**src/rtl/mem_access_unit.sv**
```systemverilog
// ---------------------------------------------------------------------------
// mem_access_unit
//   Initiator between the MEM stage and the 1024x32 word-addressed data RAM.
//   It turns byte-addressed load/store requests (byte/half/word, signed or
//   unsigned) into RAM read/write strobes. The RAM has no byte enables, so a
//   sub-word store is done as read-modify-write. Only one request is in
//   flight at a time.
//
// Ports
//   clk, rst      clock; asynchronous active-high reset
//   req_*         request handshake and fields, sampled only on the accept edge
//   resp_valid    one-cycle completion pulse; resp_err is valid with it
//   resp_rdata    extended load result, held until the next load completes
//   ram_addr/din  RAM word address and write data
//   ram_str/ld    RAM write and read strobes (never high together)
//   ram_dout      RAM read data, valid the cycle after ram_ld is sampled
// ---------------------------------------------------------------------------
module mem_access_unit #(
  parameter int ADDR_W = 10
) (
  input  logic              clk,
  input  logic              rst,
  input  logic              req_valid,
  output logic              req_ready,
  input  logic              req_we,
  input  logic [1:0]        req_size,
  input  logic              req_signed,
  input  logic [31:0]       req_addr,
  input  logic [31:0]       req_wdata,
  output logic              resp_valid,
  output logic              resp_err,
  output logic [31:0]       resp_rdata,
  output logic [ADDR_W-1:0] ram_addr,
  output logic [31:0]       ram_din,
  output logic              ram_str,
  output logic              ram_ld,
  input  logic [31:0]       ram_dout
);

  typedef enum logic [2:0] {
    S_IDLE = 3'd0,
    S_RD   = 3'd1,
    S_RDW  = 3'd2,
    S_WR   = 3'd3,
    S_RESP = 3'd4
  } state_t;

  state_t              state_q, state_d;
  logic                we_q, we_d;
  logic                sgn_q, sgn_d;
  logic                err_q, err_d;
  logic [1:0]          size_q, size_d;
  logic [ADDR_W+1:0]   addr_q, addr_d;
  logic [31:0]         wdata_q, wdata_d;

  logic                req_ready_q, req_ready_d;
  logic                resp_valid_q, resp_valid_d;
  logic                resp_err_q, resp_err_d;
  logic [31:0]         resp_rdata_q, resp_rdata_d;
  logic [ADDR_W-1:0]   ram_addr_q, ram_addr_d;
  logic [31:0]         ram_din_q, ram_din_d;
  logic                ram_str_q, ram_str_d;
  logic                ram_ld_q, ram_ld_d;

  logic                accept_s;
  logic                bad_req_s;

  // Address bits above the RAM window alias and are intentionally dropped.
  logic                unused_addr_s;
  assign unused_addr_s = ^req_addr[31:ADDR_W+2];

  // Reserved size or a misaligned half/word access is rejected without RAM traffic.
  function automatic logic misaligned(input logic [1:0] size, input logic [1:0] off);
    logic bad;
    case (size)
      2'b00:   bad = 1'b0;
      2'b01:   bad = off[0];
      2'b10:   bad = (off != 2'b00);
      default: bad = 1'b1;
    endcase
    return bad;
  endfunction

  // Pick the addressed lane(s) out of a RAM word and sign/zero extend.
  function automatic logic [31:0] extract(input logic [31:0] w, input logic [1:0] size,
                                          input logic [1:0] off, input logic sgn);
    logic [7:0]  b;
    logic [15:0] h;
    logic [31:0] r;
    case (off)
      2'b00:   b = w[7:0];
      2'b01:   b = w[15:8];
      2'b10:   b = w[23:16];
      default: b = w[31:24];
    endcase
    h = off[1] ? w[31:16] : w[15:0];
    case (size)
      2'b00:   r = {{24{sgn & b[7]}}, b};
      2'b01:   r = {{16{sgn & h[15]}}, h};
      default: r = w;
    endcase
    return r;
  endfunction

  // Replace the addressed lane(s) of the old word with right-justified store data.
  function automatic logic [31:0] merge(input logic [31:0] w, input logic [31:0] d,
                                        input logic [1:0] size, input logic [1:0] off);
    logic [31:0] m;
    m = w;
    case (size)
      2'b00: begin
        case (off)
          2'b00:   m[7:0]   = d[7:0];
          2'b01:   m[15:8]  = d[7:0];
          2'b10:   m[23:16] = d[7:0];
          default: m[31:24] = d[7:0];
        endcase
      end
      2'b01: begin
        if (off[1]) begin
          m[31:16] = d[15:0];
        end else begin
          m[15:0] = d[15:0];
        end
      end
      default: m = d;
    endcase
    return m;
  endfunction

  assign accept_s  = req_valid && (state_q == S_IDLE);
  assign bad_req_s = misaligned(req_size, req_addr[1:0]);

  // Next state, request latches, and next values of the registered outputs.
  always_comb begin
    state_d      = state_q;
    we_d         = we_q;
    sgn_d        = sgn_q;
    err_d        = err_q;
    size_d       = size_q;
    addr_d       = addr_q;
    wdata_d      = wdata_q;
    resp_rdata_d = resp_rdata_q;

    case (state_q)
      S_IDLE: begin
        if (accept_s) begin
          we_d    = req_we;
          sgn_d   = req_signed;
          size_d  = req_size;
          addr_d  = req_addr[ADDR_W+1:0];
          wdata_d = req_wdata;
          err_d   = bad_req_s;
          if (bad_req_s) begin
            state_d = S_RESP;
          end else if (req_we && (req_size == 2'b10)) begin
            state_d = S_WR;
          end else begin
            state_d = S_RD;
          end
        end else begin
          state_d = S_IDLE;
        end
      end
      S_RD: state_d = S_RDW;
      S_RDW: begin
        if (we_q) begin
          wdata_d = merge(ram_dout, wdata_q, size_q, addr_q[1:0]);
          state_d = S_WR;
        end else begin
          resp_rdata_d = extract(ram_dout, size_q, addr_q[1:0], sgn_q);
          state_d      = S_RESP;
        end
      end
      S_WR:    state_d = S_RESP;
      S_RESP:  state_d = S_IDLE;
      default: state_d = S_IDLE;
    endcase

    // Outputs are registered from the next state so they stay Moore-aligned.
    req_ready_d  = (state_d == S_IDLE);
    ram_ld_d     = (state_d == S_RD);
    ram_str_d    = (state_d == S_WR);
    resp_valid_d = (state_d == S_RESP);
    resp_err_d   = (state_d == S_RESP) && err_d;
    if ((state_d == S_RD) || (state_d == S_WR)) begin
      ram_addr_d = addr_d[ADDR_W+1:2];
    end else begin
      ram_addr_d = ram_addr_q;
    end
    if (state_d == S_WR) begin
      ram_din_d = wdata_d;
    end else begin
      ram_din_d = ram_din_q;
    end
  end

  // State, request latches and output registers; reset drops any access at once.
  always_ff @(posedge clk or posedge rst) begin
    if (rst) begin
      state_q      <= S_IDLE;
      we_q         <= 1'b0;
      sgn_q        <= 1'b0;
      err_q        <= 1'b0;
      size_q       <= 2'b00;
      addr_q       <= '0;
      wdata_q      <= 32'h0000_0000;
      req_ready_q  <= 1'b1;
      resp_valid_q <= 1'b0;
      resp_err_q   <= 1'b0;
      resp_rdata_q <= 32'h0000_0000;
      ram_addr_q   <= '0;
      ram_din_q    <= 32'h0000_0000;
      ram_str_q    <= 1'b0;
      ram_ld_q     <= 1'b0;
    end else begin
      state_q      <= state_d;
      we_q         <= we_d;
      sgn_q        <= sgn_d;
      err_q        <= err_d;
      size_q       <= size_d;
      addr_q       <= addr_d;
      wdata_q      <= wdata_d;
      req_ready_q  <= req_ready_d;
      resp_valid_q <= resp_valid_d;
      resp_err_q   <= resp_err_d;
      resp_rdata_q <= resp_rdata_d;
      ram_addr_q   <= ram_addr_d;
      ram_din_q    <= ram_din_d;
      ram_str_q    <= ram_str_d;
      ram_ld_q     <= ram_ld_d;
    end
  end

  assign req_ready  = req_ready_q;
  assign resp_valid = resp_valid_q;
  assign resp_err   = resp_err_q;
  assign resp_rdata = resp_rdata_q;
  assign ram_addr   = ram_addr_q;
  assign ram_din    = ram_din_q;
  assign ram_str    = ram_str_q;
  assign ram_ld     = ram_ld_q;

endmodule

```
**config.mk**
```make
export PLATFORM = sky130hd
export DESIGN_NAME = mem_access_unit
export DESIGN_NICKNAME = d
export VERILOG_FILES = /design/src/rtl/mem_access_unit.sv
export SDC_FILE = /design/constraint.sdc
export NUM_CORES = 1
export LEC_CHECK = 0
export ABC_AREA = 1
export CAP_MARGIN = 40
export CORE_MARGIN = 4
export CORE_UTILIZATION = 35
export CTS_BUF_LIST = sky130_fd_sc_hd__clkbuf_8
export CTS_CLUSTER_DIAMETER = 100
export DETAILED_ROUTE_END_ITERATION = 12
export PLACE_DENSITY = 0.66
export SLEW_MARGIN = 20
export SYNTH_ARGS = -nofsm -noshare
export SYNTH_HDL_FRONTEND = slang
export SYNTH_SLANG_ARGS = --single-unit
```
**constraint.sdc**
```tcl
create_clock -name clk -period 5.1 [get_ports clk]
set_clock_uncertainty 0.15 [all_clocks]
set_input_delay 1.53 -clock clk [delete_from_list [all_inputs] [get_ports clk]]
set_output_delay 1.53 -clock clk [all_outputs]
set_load 0.05 [all_outputs]
```
---- After elaboration in Yosys (flattened, before gate mapping) ----
Index checks and enable logic that the tools add are counted.
operators by class
  $add $sub $neg .......................... 0
  multipliers ............................. 0
  div/mod/pow operators ................... 0
  order comparisons ....................... 0
  eq/ne operators ......................... 11
  shifts and indexed selects .............. 0
  mux-type cells .......................... 25
  bitwise logic cells ..................... 3
  reduce and logical (&&, ||, !) cells .... 13
operators by type and width
  operator                                                               number
  32-bit case mux with 2 select lines                                    3
  32-bit 2-to-1 mux                                                      2
  16-bit 2-to-1 mux                                                      3
  8-bit 2-to-1 mux                                                       6
  12-bit 2-to-1 mux                                                      2
  8-bit case mux with 3 select lines                                     1
  3-bit case mux with 4 select lines                                     1
  3-bit by 2-bit equality test with 1-bit output, second input constant  3
  3-bit 2-to-1 mux                                                       3
  2-bit by 1-bit equality test with 1-bit output, second input constant  3
  3-bit by 1-bit equality test with 1-bit output, second input constant  2
  2-bit zero test                                                        3
  3-bit zero test                                                        2
  2-bit equality test, second input constant                             2
  2-bit AND reduction                                                    2
  3-bit equality test, second input constant                             1
  1-bit logical AND                                                      3
  1-bit case mux with 3 select lines                                     1
  3-bit OR reduction                                                     1
  1-bit AND                                                              2
  1-bit 2-to-1 mux                                                       2
  2-bit 2-to-1 mux                                                       1
  2-bit nonzero test                                                     1
  1-bit logical OR                                                       1
  1-bit NOT                                                              1
storage, ports and cells
  flip-flop bits (word level) ............. 131
  latch bits .............................. 0
  bits in writable memories ............... 0
  ROM bits ................................ 0
  input port bits ......................... 103
  output and inout port bits .............. 79
  word-level logic and storage cells ...... 68
  memories kept ........................... 0

---- Longest topological paths before layout ----
Gate-level depths: netlist of the first run.
  word-level depth ........................ 8
  mapped depth ............................ 11
  mapped depth without buffers ............ 10

---- Worst setup path after synthesis of the first run ----
Ideal clock, no wire load.
  path kind ............................... input port to flip-flop
  start point ............................. input port req_valid
  end point ............................... register ram_din_q[26] (netlist: ram_din[26])
  library setup time ...................... 66 ps
  data arrival time ....................... 2592 ps
  required time ........................... 4884 ps
  path slack .............................. 2292 ps
  stages .................................. 8
  path buffers ............................ 1
  path through ............................ buf_2 -> o21ai_0 -> inv_1 -> nand2_1 -> nand2_1 -> nand3_1 -> nand2_1 -> nand2_1
between the ends
  elaborated cells on any way between the ends .. 6
  those cells by class .................... 1 x eq/ne; 4 x mux; 1 x reduce/logical
RTL lines
  element                              RTL line  RTL
  start: declaration                   23        input logic req_valid,
  1-bit logical AND                    131       assign accept_s = req_valid && (state_q == S_IDLE);
  32-bit 2-to-1 mux                    147       if (accept_s) begin
  32-bit case mux with 2 select lines  145       case (state_q)
  named net wdata_d[26]                54        logic [31:0] wdata_q, wdata_d;
  end signal: assignment               229       ram_din_q <= ram_din_d;
  end: declaration                     61        logic [31:0] ram_din_q, ram_din_d;
The timed path passes the listed nets, and every way through them passes these cells.
A chain may end at the register's enable or synchronous reset.

---- Final worst setup path of the first run ----
  start point ............................. register req_ready_q (netlist: req_ready)
  end point ............................... output port req_ready
RTL lines
  element                   RTL line  RTL
  start: declaration        56        logic req_ready_q, req_ready_d;
  start signal: assignment  224       req_ready_q <= req_ready_d;
  end: declaration          24        output logic req_ready,
No word-level cell between the ends.

==> flow_summary_export.csv, run 1 <==
group,metric,value,unit
sta,finalCritPeriodShare,0.681,
route,ant_nets,0,
layout,drive_gt1_frac,0.0672,
sta,worst_slew_pin_slew,0.728,ns
layout,syn2layout_area_growth,31.9,%
logic_synthesis,synth.distinct_cells,29,
critical_path,worstPathRequired,3.42,ns
route,initialDrtViolationCount,598,
logic_synthesis,yosys_warnings,0,
status,status,"completed",
die,fp.dieArea,22600,um^2
logic_synthesis,ys_seq_area_frac,0.463,
route,dr.pass1.iters,5,
global_routing,grt_first_pass_wirelength,37100,um
logic_synthesis,synth.avg_cell_area,7.08,um^2
pwr,vdd_drop_max,0.273,mV
critical_path,cp.arrival,1.79,ns
critical_path,slowest_stage,"clkdlybuf4s50_1",
critical_path,cp_num_cells,1,
critical_path,critPathBufInv,1,
clocking,clock_latency,0.46,ns
sta,slew_headroom,0.515,
hold_path,whs_path_depth,2,
clocking,clkSlewWorstSetupHoldPaths,0.08,ns
clocking,post_cts_buffers,0,
hold_path,hp-class,"reg -> reg",
critical_path,crit_family,"buffers and inverters",
route,avgViaCountPerCell,4.90,
place,place_hpwl,17000,um
critical_path,path_cells,"clkdlybuf4s50_1",
logic_synthesis,yosysTopAreaCellShare,0.460,
die,die_x,150,um
sta,max_freq,0.288,GHz
layout,nets,1250,
clocking,cts_tree,"yes",
global_routing,grt_pass1_vias,6831,
clocking,cts_buffers,17,
logic_synthesis,synth_top_cell_by_area,"dfrtp_1",
global_routing,antenna_found_initial,0,
critical_path,path_max_fanout,1,
run,maxCapViolations,0,
sta,rsz0062_at_grt,"no",
logic_synthesis,synthTopCellsByCount,"nand2_1, dfrtp_1, nand3_1, inv_1, a21oi_1",
route,vias,6979,
critical_path,crit_type,"reg -> out",
place,gp_congestion,0.899,
route,routed_wl,23200,um
global_routing,grt_max_degree,61,
logic_synthesis,synth_edf_count,0,
critical_path,worstSetupStartpointType,"flop",
critical_path,cp_slowest_stage_delay,0.81,ns
logic_synthesis,synth_cells,1000,
die,num_rows,51,
die,coreArea,19700,um^2
critical_path,reg2regPathDepth,9,
clocking,cts_hold_buf,0,
pwr,p_leak,0.00465,uW
pwr,power_density,729,nW/um^2
route,drc,0,
die,pin_count,182,
route,wire_per_inst,16.3,um
place,io_buffers,161,
sta,finalWorstSetupSlack,1.63,ns
layout,multi_input_area,3260,um^2
critical_path,end_kind,"output port",
logic_synthesis,yosysMostFrequentCell,"nand2_1",
clocking,clock_sinks,131,
sta,setup-violations-final,0,
logic_synthesis,netlist_top_cells_area,"dfrtp_1, nand2_1, nand3_1",
die,start_util,0.360,
logic_synthesis,synth_ff_type,"dfrtp_1",
place,pre_cts_ws,1.25,ns
logic_synthesis,synthesis.nets,1103,
global_routing,overflow,0,
sta,drv_slew,0,
layout,antenna_cells,0,
sta,post-route-min-period,3.47,ns
logic_synthesis,syn_area,7080,um^2
logic_synthesis,ys_ff_latch,131,
logic_synthesis,synthArstFlopShare,1.00,
sta,hold_violations,0,
layout,filler_cell_count,2076,
sta,setup_tns,0,ns
layout,regArea,3280,um^2
clocking,cts-root-buf,"clkbuf_8",
global_routing,grt_usage,0.211,
clocking,h-tree-depth,4,
clocking,clock_path_buffers,2,
clocking,cts_resized,0,
die,die_h,150,um
==> flip-flops by register name (all words and copies together), names as in the netlist <==
name	flops
resp_rdata	32
err_q	1
state_q	3
ram_din	32
resp_valid	1
ram_addr	10
ram_str	1
wdata_q	32
req_ready	1
ram_ld	1
resp_err	1
sgn_q	1
we_q	1
size_q	2
addr_q	12
==> worst paths after layout <==
path,startpoint,to,slack [ns]
max,req_ready,req_ready,1.63
min,addr_q[2],addr_q[2],0.32
max reg2reg,addr_q[1],resp_rdata[13],2.40
min reg2reg,addr_q[2],addr_q[2],0.32
max in group asynchronous,rst,req_ready,2.74
min in group asynchronous,rst,resp_rdata[29],1.21
==> area by class of cell <==
| cell class | instances | share of cell area |
|---|---|---|
| clock buffer | 20 | 0.0295 |
| inverter | 81 | 0.0330 |
| timing repair buffer | 177 | 0.190 |
| clock inverter | 12 | 0.0125 |
| tap | 265 | 0.0355 |
| multi-input combinational | 739 | 0.349 |
| sequential | 131 | 0.351 |
==> power by group <==
group	switching [uW]	internal (uW)	leakage, uW
combinational	2760	1280	0.00286
clock	418	465	0.000206
sequential	337	1550	0.00159
total	3510	3300	0.00465
==> placed cells by master, fill, tap and decap left out, types with 6 or more instances in the layout <==
master / count
nand3_1: 93
a31oi_1: 15
nand2_1: 465
clkdlybuf4s50_1: 161
clkbuf_8: 20
nor2_1: 31
inv_1: 78
o221ai_1: 6
o211ai_1: 23
or2_2: 16
dfrtp_1: 130
a21oi_1: 38
o21ai_0: 32
buf_4: 11
==> per-layer routing <==
| layer | share of wire | global-route usage | wire [um] | up-vias |
|---|---|---|---|---|
| li1 | - | - | - | 3466 |
| met1 | 0.46 | 0.299 | 10800 | 3257 |
| met2 | 0.46 | 0.329 | 10700 | 231 |
| met3 | 0.060 | 0.0397 | 1400 | 25 |
| met4 | 0.016 | 0.0663 | 375 | 0 |
| met5 | 0 | 0 | 0 | - |
==> stage by stage <==
step / std cells / area, um^2 / util / hold slack, ns / power, uW
finish: 1425 / 9340 / 0.475 / 0.319 / 6810
global route: 1425 / 9340 / 0.475 / 0.344 / 7340
CTS: 1425 / 9340 / 0.475 / 0.323 / 6850
detailed placement: 1393 / 8950 / 0.455 / 0.304 / 5930
global placement: 1389 / 8890 / 0.452 / 0.299 / 5870
floorplan: 1000 / 7080 / - / 0.286 / 4660
==> worst reg2reg max path, stage by stage (launching register included) <==
cell and delay, ns:
dfrtp_1 0.38, inv_1 0.50, nand2_1 0.42, o21ai_0 0.26, nand2_1 0.09, nand3_1 0.35, buf_6 0.22, nand2_1 0.06
nand2_1 0.10, nand2_1 0.06
==> logic make-up after synthesis <==
kind of cell           Yosys count  synth area share
buffers and inverters          130            0.0765
AO/OA/AOI/OAI                  121             0.103
flip-flops                     131             0.463
AND/OR/NAND/NOR                618             0.358
No activity file was read; power rests on OpenSTA's default activity.
==> inputs of run 2 (changes only) <==
==> constraint.sdc (replaced) <==
create_clock -name clk -period 2.9 [get_ports clk]
set_clock_uncertainty 0.15 [all_clocks]
set_input_delay 0.87 -clock clk [delete_from_list [all_inputs] [get_ports clk]]
set_output_delay 0.87 -clock clk [all_outputs]
set_load 0.05 [all_outputs]
==> flow_summary_export.csv, run 2 (same netlist as run 1, synthesis figures left out) <==
group,metric,value,unit
route,vias,7004,
route,avgViaCountPerCell,4.88,
critical_path,worstSetupStartpointType,"flop",
critical_path,path_max_fanout,1,
layout,layout_commonest_cell,"nand2_1",
critical_path,r2r_setup_slack,0.60,ns
die,pin_count,182,
sta,post-route-min-period,2.80,ns
clocking,cts_hold_buf,0,
layout,drive_gt1_frac,0.0778,
layout,multi_input_area,3260,um^2
sta,max_freq,0.357,GHz
die,start_util,0.360,
clocking,cts-root-buf,"clkbuf_8",
pwr,p_total,12000,uW
clocking,cts_buffers,17,
clocking,cts_resized,0,
critical_path,cp_slowest_stage_delay,0.80,ns
sta,setup-violations-final,0,
critical_path,slowest_stage,"clkdlybuf4s50_1",
layout,filler_cell_count,2049,
clocking,cts_tree,"yes",
global_routing,grt_usage,0.210,
critical_path,critPathBufInv,1,
clocking,post_cts_buffers,0,
pwr,p_leak,0.00467,uW
sta,worst_slew_pin_slew,0.673,ns
die,num_rows,51,
critical_path,worstPathRequired,1.88,ns
clocking,clock_latency,0.45,ns
clocking,h-tree-depth,4,
critical_path,end_kind,"output port",
route,drc,0,
global_routing,overflow,0,
layout,antenna_cells,0,
route,ant_nets,0,
place,gp_congestion,0.917,
hold_path,hp-class,"reg -> reg",
route,initialDrtViolationCount,490,
pwr,vdd_drop_max,0.446,mV
clocking,clock_path_buffers,2,
sta,finalCritPeriodShare,0.965,
layout,regArea,3280,um^2
layout,nets,1259,
route,wire_per_inst,16.1,um
die,die_x,150,um
clocking,clock_sinks,131,
clocking,clkSlewWorstSetupHoldPaths,0.08,ns
sta,slew_headroom,0.551,
pwr,power_density,1280,nW/um^2
die,die_h,150,um
global_routing,grt_max_degree,65,
global_routing,antenna_found_initial,0,
status,status,"completed",
sta,rsz0062_at_grt,"no",
die,coreArea,19700,um^2
route,dr.pass1.iters,5,
place,io_buffers,161,
place,place_hpwl,17100,um
global_routing,grt_pass1_vias,6667,
layout,syn2layout_area_growth,32.8,%
sta,setup_tns,0,ns
critical_path,crit_type,"reg -> out",
critical_path,path_cells,"clkdlybuf4s50_1",
critical_path,crit_family,"buffers and inverters",
layout,final_cell_mix,"nand2_1, clkdlybuf4s50_1, dfrtp_1, nand3_1, inv_1",
global_routing,grt_first_pass_wirelength,36800,um
route,routed_wl,23100,um
die,fp.dieArea,22600,um^2
sta,drv_slew,0,
run,maxCapViolations,0,
critical_path,cp.arrival,1.78,ns
sta,hold_violations,0,
run 2: changes by cell type in the layout (fill, tap and decap cells not counted):
cell,delta
clkinvlp_4,+1
buf_4,+11
buf_6,-2
clkbuf_8,-1
buf_12,+1
bufinv_16,-1
inv_6,+5
inv_1,-4
buf_8,-1
run 2: stage by stage:
stage	cells	hold WS [ns]	util	instance area, um^2	worst slack [ns]
2_1_floorplan	1000	0.286	-	7080	0.258
3_3_place_gp	1402	0.298	0.459	9010	0.131
3_5_place_dp	1402	0.305	0.459	9010	0.120
4_1_cts	1434	0.325	0.478	9400	0.0562
5_1_grt	1434	0.339	0.478	9400	0.0385
6_report	1434	0.320	0.478	9400	0.101
run 2: metal layers:
metal	wire, um	global-route usage
met1	10900	0.303
met2	10300	0.317
met3	1320	0.0373
met4	598	0.0787
met5	0	0
run 2: path summary, 6_finish.rpt:
path,depth (start not counted),from,end
worst max-delay path,1,req_ready,req_ready
worst min-delay path,2,addr_q[11],addr_q[11]
worst max register to register,9,size_q[0],ram_din[13]
worst min register to register,2,addr_q[11],addr_q[11]
max in group asynchronous,3,rst,req_ready
min in group asynchronous,2,rst,addr_q[0]
run 2: area by class of cell:
class,instances,share of cell area
Clock buffer,19,0.0278
Multi-Input combinational cell,739,0.347
Inverter,81,0.0328
Timing Repair Buffer,186,0.195
Tap cell,265,0.0353
Sequential cell,131,0.349
Clock inverter,13,0.0130
run 2: power breakdown:
group / switching [uW] / internal, uW / leakage [uW]
sequential: 616 / 2730 / 0.00159
clock: 788 / 733 / 0.000186
combinational: 4820 / 2300 / 0.00290
total: 6220 / 5770 / 0.00467
run 2: worst register-to-register path: stages, from the launching register on:
cell and delay, ns:
dfrtp_1 0.55, clkinv_1 0.37, nor2_2 0.24, buf_4 0.30, o21ai_0 0.13, o21ai_0 0.17, nand2_1 0.11, nand2_1 0.11
nand2_1 0.05, nand2_1 0.06
==> inputs of run 3 (changes only) <==
--- a/config.mk
+++ b/config.mk
@@ -6,6 +6,7 @@
 export NUM_CORES = 1
 export LEC_CHECK = 0
 export ABC_AREA = 1
+export ABC_CLOCK_PERIOD_IN_PS = 2900
 export CAP_MARGIN = 40
 export CORE_MARGIN = 4
 export CORE_UTILIZATION = 35
==> results of run 3 <==
Final layout, timing and power as in run 2 (identical DEF).
==> RTL change 1 (config.mk and constraints of run 2) <==
Set the parameter `ADDR_W` to 11 (it was 10).
--- a/src/rtl/mem_access_unit.sv
+++ b/src/rtl/mem_access_unit.sv
@@ -17,5 +17,5 @@
 // ---------------------------------------------------------------------------
 module mem_access_unit #(
-  parameter int ADDR_W = 10
+  parameter int ADDR_W = 11
 ) (
   input  logic              clk,
Ports: changed (resized ram_addr); port bits go from 182 to 183. No check against the original RTL was run, so the function may have changed too.
==> RTL change 1 against run 2 <==
Core utilization grew 0.45 points; routed wire length rose by 1.1%; total power decreased by 0.36%; worst setup slack improved by 0.012 ns; sequential cell count increased by 2; area after synthesis down 1.3%; final area rose by 0.28%.
==> RTL change 1: results (changes against run 2) <==
| Metric | Value |
|---|---|
| M1 GR Usage | 29.9% (-0.34 points) |
| Gp weighted congestion | 0.957 (+4.4%) |
| Peak supply drop | 516 uV (+16%) |
| IO buf count | 163 (+1.2%) |
| Met3 global-route usage | 4.80% (+1.1 points) |
| Sequential fraction of the synthesis area | 47.7% (+1.3 points) |
| Met2 Track Usage GR | 33.8% (+2.1 points) |
| Top FF cell, synth | dfrtp_1 |
| Max-Slew Margin vs Limit | 54.0% (-1.2 points) |
| Post-DP Area | 8990 sq um (-0.25%) |
| First-pass detailed-route iteration total | 6 (+1) |
| First-pass GRT wire length | 37.0 mm (+0.58%) |
| Post-synth cell types | 36 (+24%) |
| Post-synth top cells | nand2_1 (376), dfrtp_1 (132), o21ai_0 (87) |
| Largest net degree at the start of global routing | 40 (-38%) |
| Fraction of layout cells with a size suffix above 1 | 9.07% (+1.3 points) |
| Via Count | 6,924 (-1.1%) |
| Worst-Skew Late Latency | 0.47 ns (+0.02 ns) |
| GR Util All Layers | 21.5% (+0.43 points) |
| Filler cells | 1,940 (-5.3%) |
| First DRT Iteration DRCs | 507 (+3.5%) |
| Outcome | complete, no violations |
| Leakage | 4.61 nW (-1.4%) |
| Critical path arrival | ~1.8 ns |
| Final #Nets | 1,215 (-3.5%) |
| Syn_nets | 1,053 (-4.5%) |
| Met3 routed WL | 1.79 mm (+35%) |
| Dpl hpwl | 17.4 mm (+1.8%) |
| Met1 Wirelength | 10.4 mm (-4.6%) |
| Vias in the first global route | 6,681 (+0.21%) |
==> RTL change 1: cell types whose count changed in the layout (fill, tap and decap cells not counted), sizes merged, moves of 7 or more <==
cell    change
o211ai      -7
o21ai      +60
nor2       +11
nand3      -47
nand2      -90
a21oi      +12
a22oi       +9
a31oi       -9
==> RTL change 1: where the power goes <==
part,switching [W],internal [W],total (W),leakage (nW)
clock network,0.000805,0.000909,0.00171,0.219
registers,0.000642,0.00274,0.00338,1.64
logic,0.00460,0.00226,0.00686,2.75
==> RTL change 1: cell type report <==
type	count	share of cell area, %
sequential	133	35.3
multi-input combinational	691	33.3
timing repair buffer	192	20.2
tap	265	3.52
inverter	77	3.12
clock buffer	19	2.77
clock inverter	13	1.82
==> RTL change 1: kinds of logic (layout without fill, tap and decap cells) <==
family                 Yosys count  after routing  synth area share, %
AND/OR/NAND/NOR                498            498                 29.0
AO/OA/AOI/OAI                  193            193                 15.9
flip-flops                     133            133                 47.7
buffers and inverters          126            301                 7.45
==> RTL change 1: final timing paths <==
check                                start             end  slack (ns)  cells after the start
worst max-delay path             req_ready       req_ready        0.11                      1
worst min-delay path            addr_q[10]      addr_q[10]        0.32                      2
worst max register to register   size_q[0]  resp_rdata[22]        0.61                      8
worst min register to register  addr_q[10]      addr_q[10]        0.32                      2
max in group asynchronous              rst       req_ready        1.33                      3
min in group asynchronous              rst   resp_rdata[2]        0.68                      2
==> RTL change 1: stage by stage <==
step                setup slack [ns]  total power (W)  utilization [%]  cells
floorplan                      0.230          0.00800                -    950
global placement              0.0707           0.0102             46.0   1358
detailed placement            0.0588           0.0102             46.0   1358
CTS                           0.0685           0.0120             48.3   1390
global route                  0.0598           0.0128             48.3   1390
finish                         0.113           0.0119             48.3   1390
==> RTL change 2 (settings of run 2) <==
Made on the original files. Remove the register `resp_err_q`: a continuous assignment takes its place, so the output `resp_err` follows one clock earlier.
--- a/src/rtl/mem_access_unit.sv
+++ b/src/rtl/mem_access_unit.sv
@@ -208,5 +208,4 @@
       req_ready_q  <= 1'b1;
       resp_valid_q <= 1'b0;
-      resp_err_q   <= 1'b0;
       resp_rdata_q <= 32'h0000_0000;
       ram_addr_q   <= '0;
@@ -224,5 +223,4 @@
       req_ready_q  <= req_ready_d;
       resp_valid_q <= resp_valid_d;
-      resp_err_q   <= resp_err_d;
       resp_rdata_q <= resp_rdata_d;
       ram_addr_q   <= ram_addr_d;
@@ -232,4 +230,6 @@
     end
   end
+
+  assign resp_err_q = resp_err_d;
 
   assign req_ready  = req_ready_q;
Behaviour: not the same (a bounded check fails within 4 cycles, from zero or initial values and one cycle with rst high).
==> RTL change 2 against run 2 <==
Final area up 2.0%; highest routed layer is now met5; sequential share of layout area fell by 0.92 points; routed wire length rose by 1.7%; worst setup slack better by 0.0068 ns; total power is 2.2% higher; non-clock buffer count rose by 18; combinational power grew 3%; area after synthesis is 0.35% lower; global-route usage rose by 0.52 points; critical path type unchanged; clock power is 9.9% higher; count of clock-buffer cells in the layout fell by 2; sequential cell count fell by 1.
==> RTL change 2: results (changes against run 2) <==
| Metric | Value |
|---|---|
| Met2 Track Usage GR | 33.3% (+1.6 points) |
| Post-synth cell types | 29 (unchanged) |
| Post-synth top cells | nand2_1 (465), dfrtp_1 (129), nand3_1 (93) |
| Largest net degree at the start of global routing | 69 (+6.2%) |
| Syn_nets | 1,102 (-0.091%) |
| Final wirelength | 23.5 mm (+1.7%) |
| Top cells by area, synth | dfrtp_1 (46%), nand2_1 (25%), nand3_1 (6.6%) |
| Slew @ Worst Pin | 0.632 ns (-0.0414 ns) |
| Family with the most delay on the worst path | buffers and inverters |
| Sequential fraction of the synthesis area | 46.1% (-0.19 points) |
| Filler cells | 2,026 (-1.1%) |
| Vias per cell | 4.86 (-0.56%) |
| Dpl hpwl | 17.5 mm (+2.1%) |
| Leakage | 4.79 nW (+2.5%) |
| Outcome | complete, no violations |
| First DRT Iteration DRCs | 445 (-9.2%) |
| Peak supply drop | 503 uV (+13%) |
| Worst-Skew Late Latency | 0.45 ns (about the same) |
| Top FF cell, synth | dfrtp_1 |
| GR Util All Layers | 21.5% (+0.52 points) |
| Layout Cells excl Fill | 1,452 (+1.3%) |
| Initial antenna violation count | 2 (+2) |
| Inst Count DP | 1,417 (+1.1%) |
| Fraction of layout cells with a size suffix above 1 | 10.1% (+2.3 points) |
| Final #Nets | 1,276 (+1.4%) |
| Vias in the first global route | 6,930 (+3.9%) |
| First-pass GRT wire length | 37.8 mm (+2.8%) |
| M1 GR Usage | 30.3% (about the same) |
| Met3 global-route usage | 4.12% (+0.39 points) |
| Reg clk slew, reported paths | 0.08 ns (about the same) |
| Post-Synthesis Cells | 999 (-0.10%) |
| Gp weighted congestion | 0.917 (about the same) |
-- RTL change 2: changes by cell type after synthesis, sizes merged --
cell | run 2 | this run
dfrtp | 130 | 129
-- RTL change 2: per-layer routing --
layer  vias to the layer above  wire [microns]
met4                         2             562
met3                        41            1440
met2                       249           10700
li1                       3518               -
met1                      3242           10800
met5                         -               9
-- RTL change 2: cells by family after synthesis --
kind of cell	synth area share, %
AOI/OAI and AO/OA	10.3
buffers and inverters	7.68
DFF	46.1
and+or+nand+nor	35.9
-- RTL change 2: layout make-up --
cell class | count | area [sq um] | area share [%]
multi-input cells | 739 | 3300 | 34.5
flip-flops and latches | 130 | 3260 | 34.0
repair buffers | 204 | 1970 | 20.5
well taps | 265 | 332 | 3.46
inverters | 81 | 308 | 3.21
clock buffers | 17 | 234 | 2.44
clock inverters | 15 | 183 | 1.91
diodes | 1 | 2.50 | 0.0261
-- RTL change 2: what timing repair did --
item,in CTS,in global routing
resized for setup,11,7
endpoints found under the setup margin,1,1
setup buffers,2,0
pin swaps,6,5
-- RTL change 2: final timing paths --
path | from | end | slack [ns] | cells after the start
worst max register to register | addr_q[1] | ram_din[25] | 0.40 | 10
worst max-delay path | req_ready | req_ready | 0.11 | 1
worst min-delay path | addr_q[3] | addr_q[3] | 0.32 | 2
max in group asynchronous | rst | req_ready | 1.53 | 3
worst min register to register | addr_q[3] | addr_q[3] | 0.32 | 2
min in group asynchronous | rst | addr_q[0] | 0.73 | 3
-- RTL change 2: metrics by stage --
step	cell area (sq um)	setup slack, ns	hold slack, ns
global route	9590	0.00398	0.350
floorplan	7060	0.166	0.286
detailed placement	9110	-0.270	0.305
finish	9590	0.108	0.320
CTS	9570	0.00437	0.325
global placement	9110	-0.297	0.300
-- RTL change 2: power by group --
group	switching (W)	internal [W]	leakage, nW	total, W
combinational	0.00491	0.00239	3.01	0.00730
clock	0.000811	0.000859	0.204	0.00167
sequential	0.000579	0.00271	1.57	0.00329
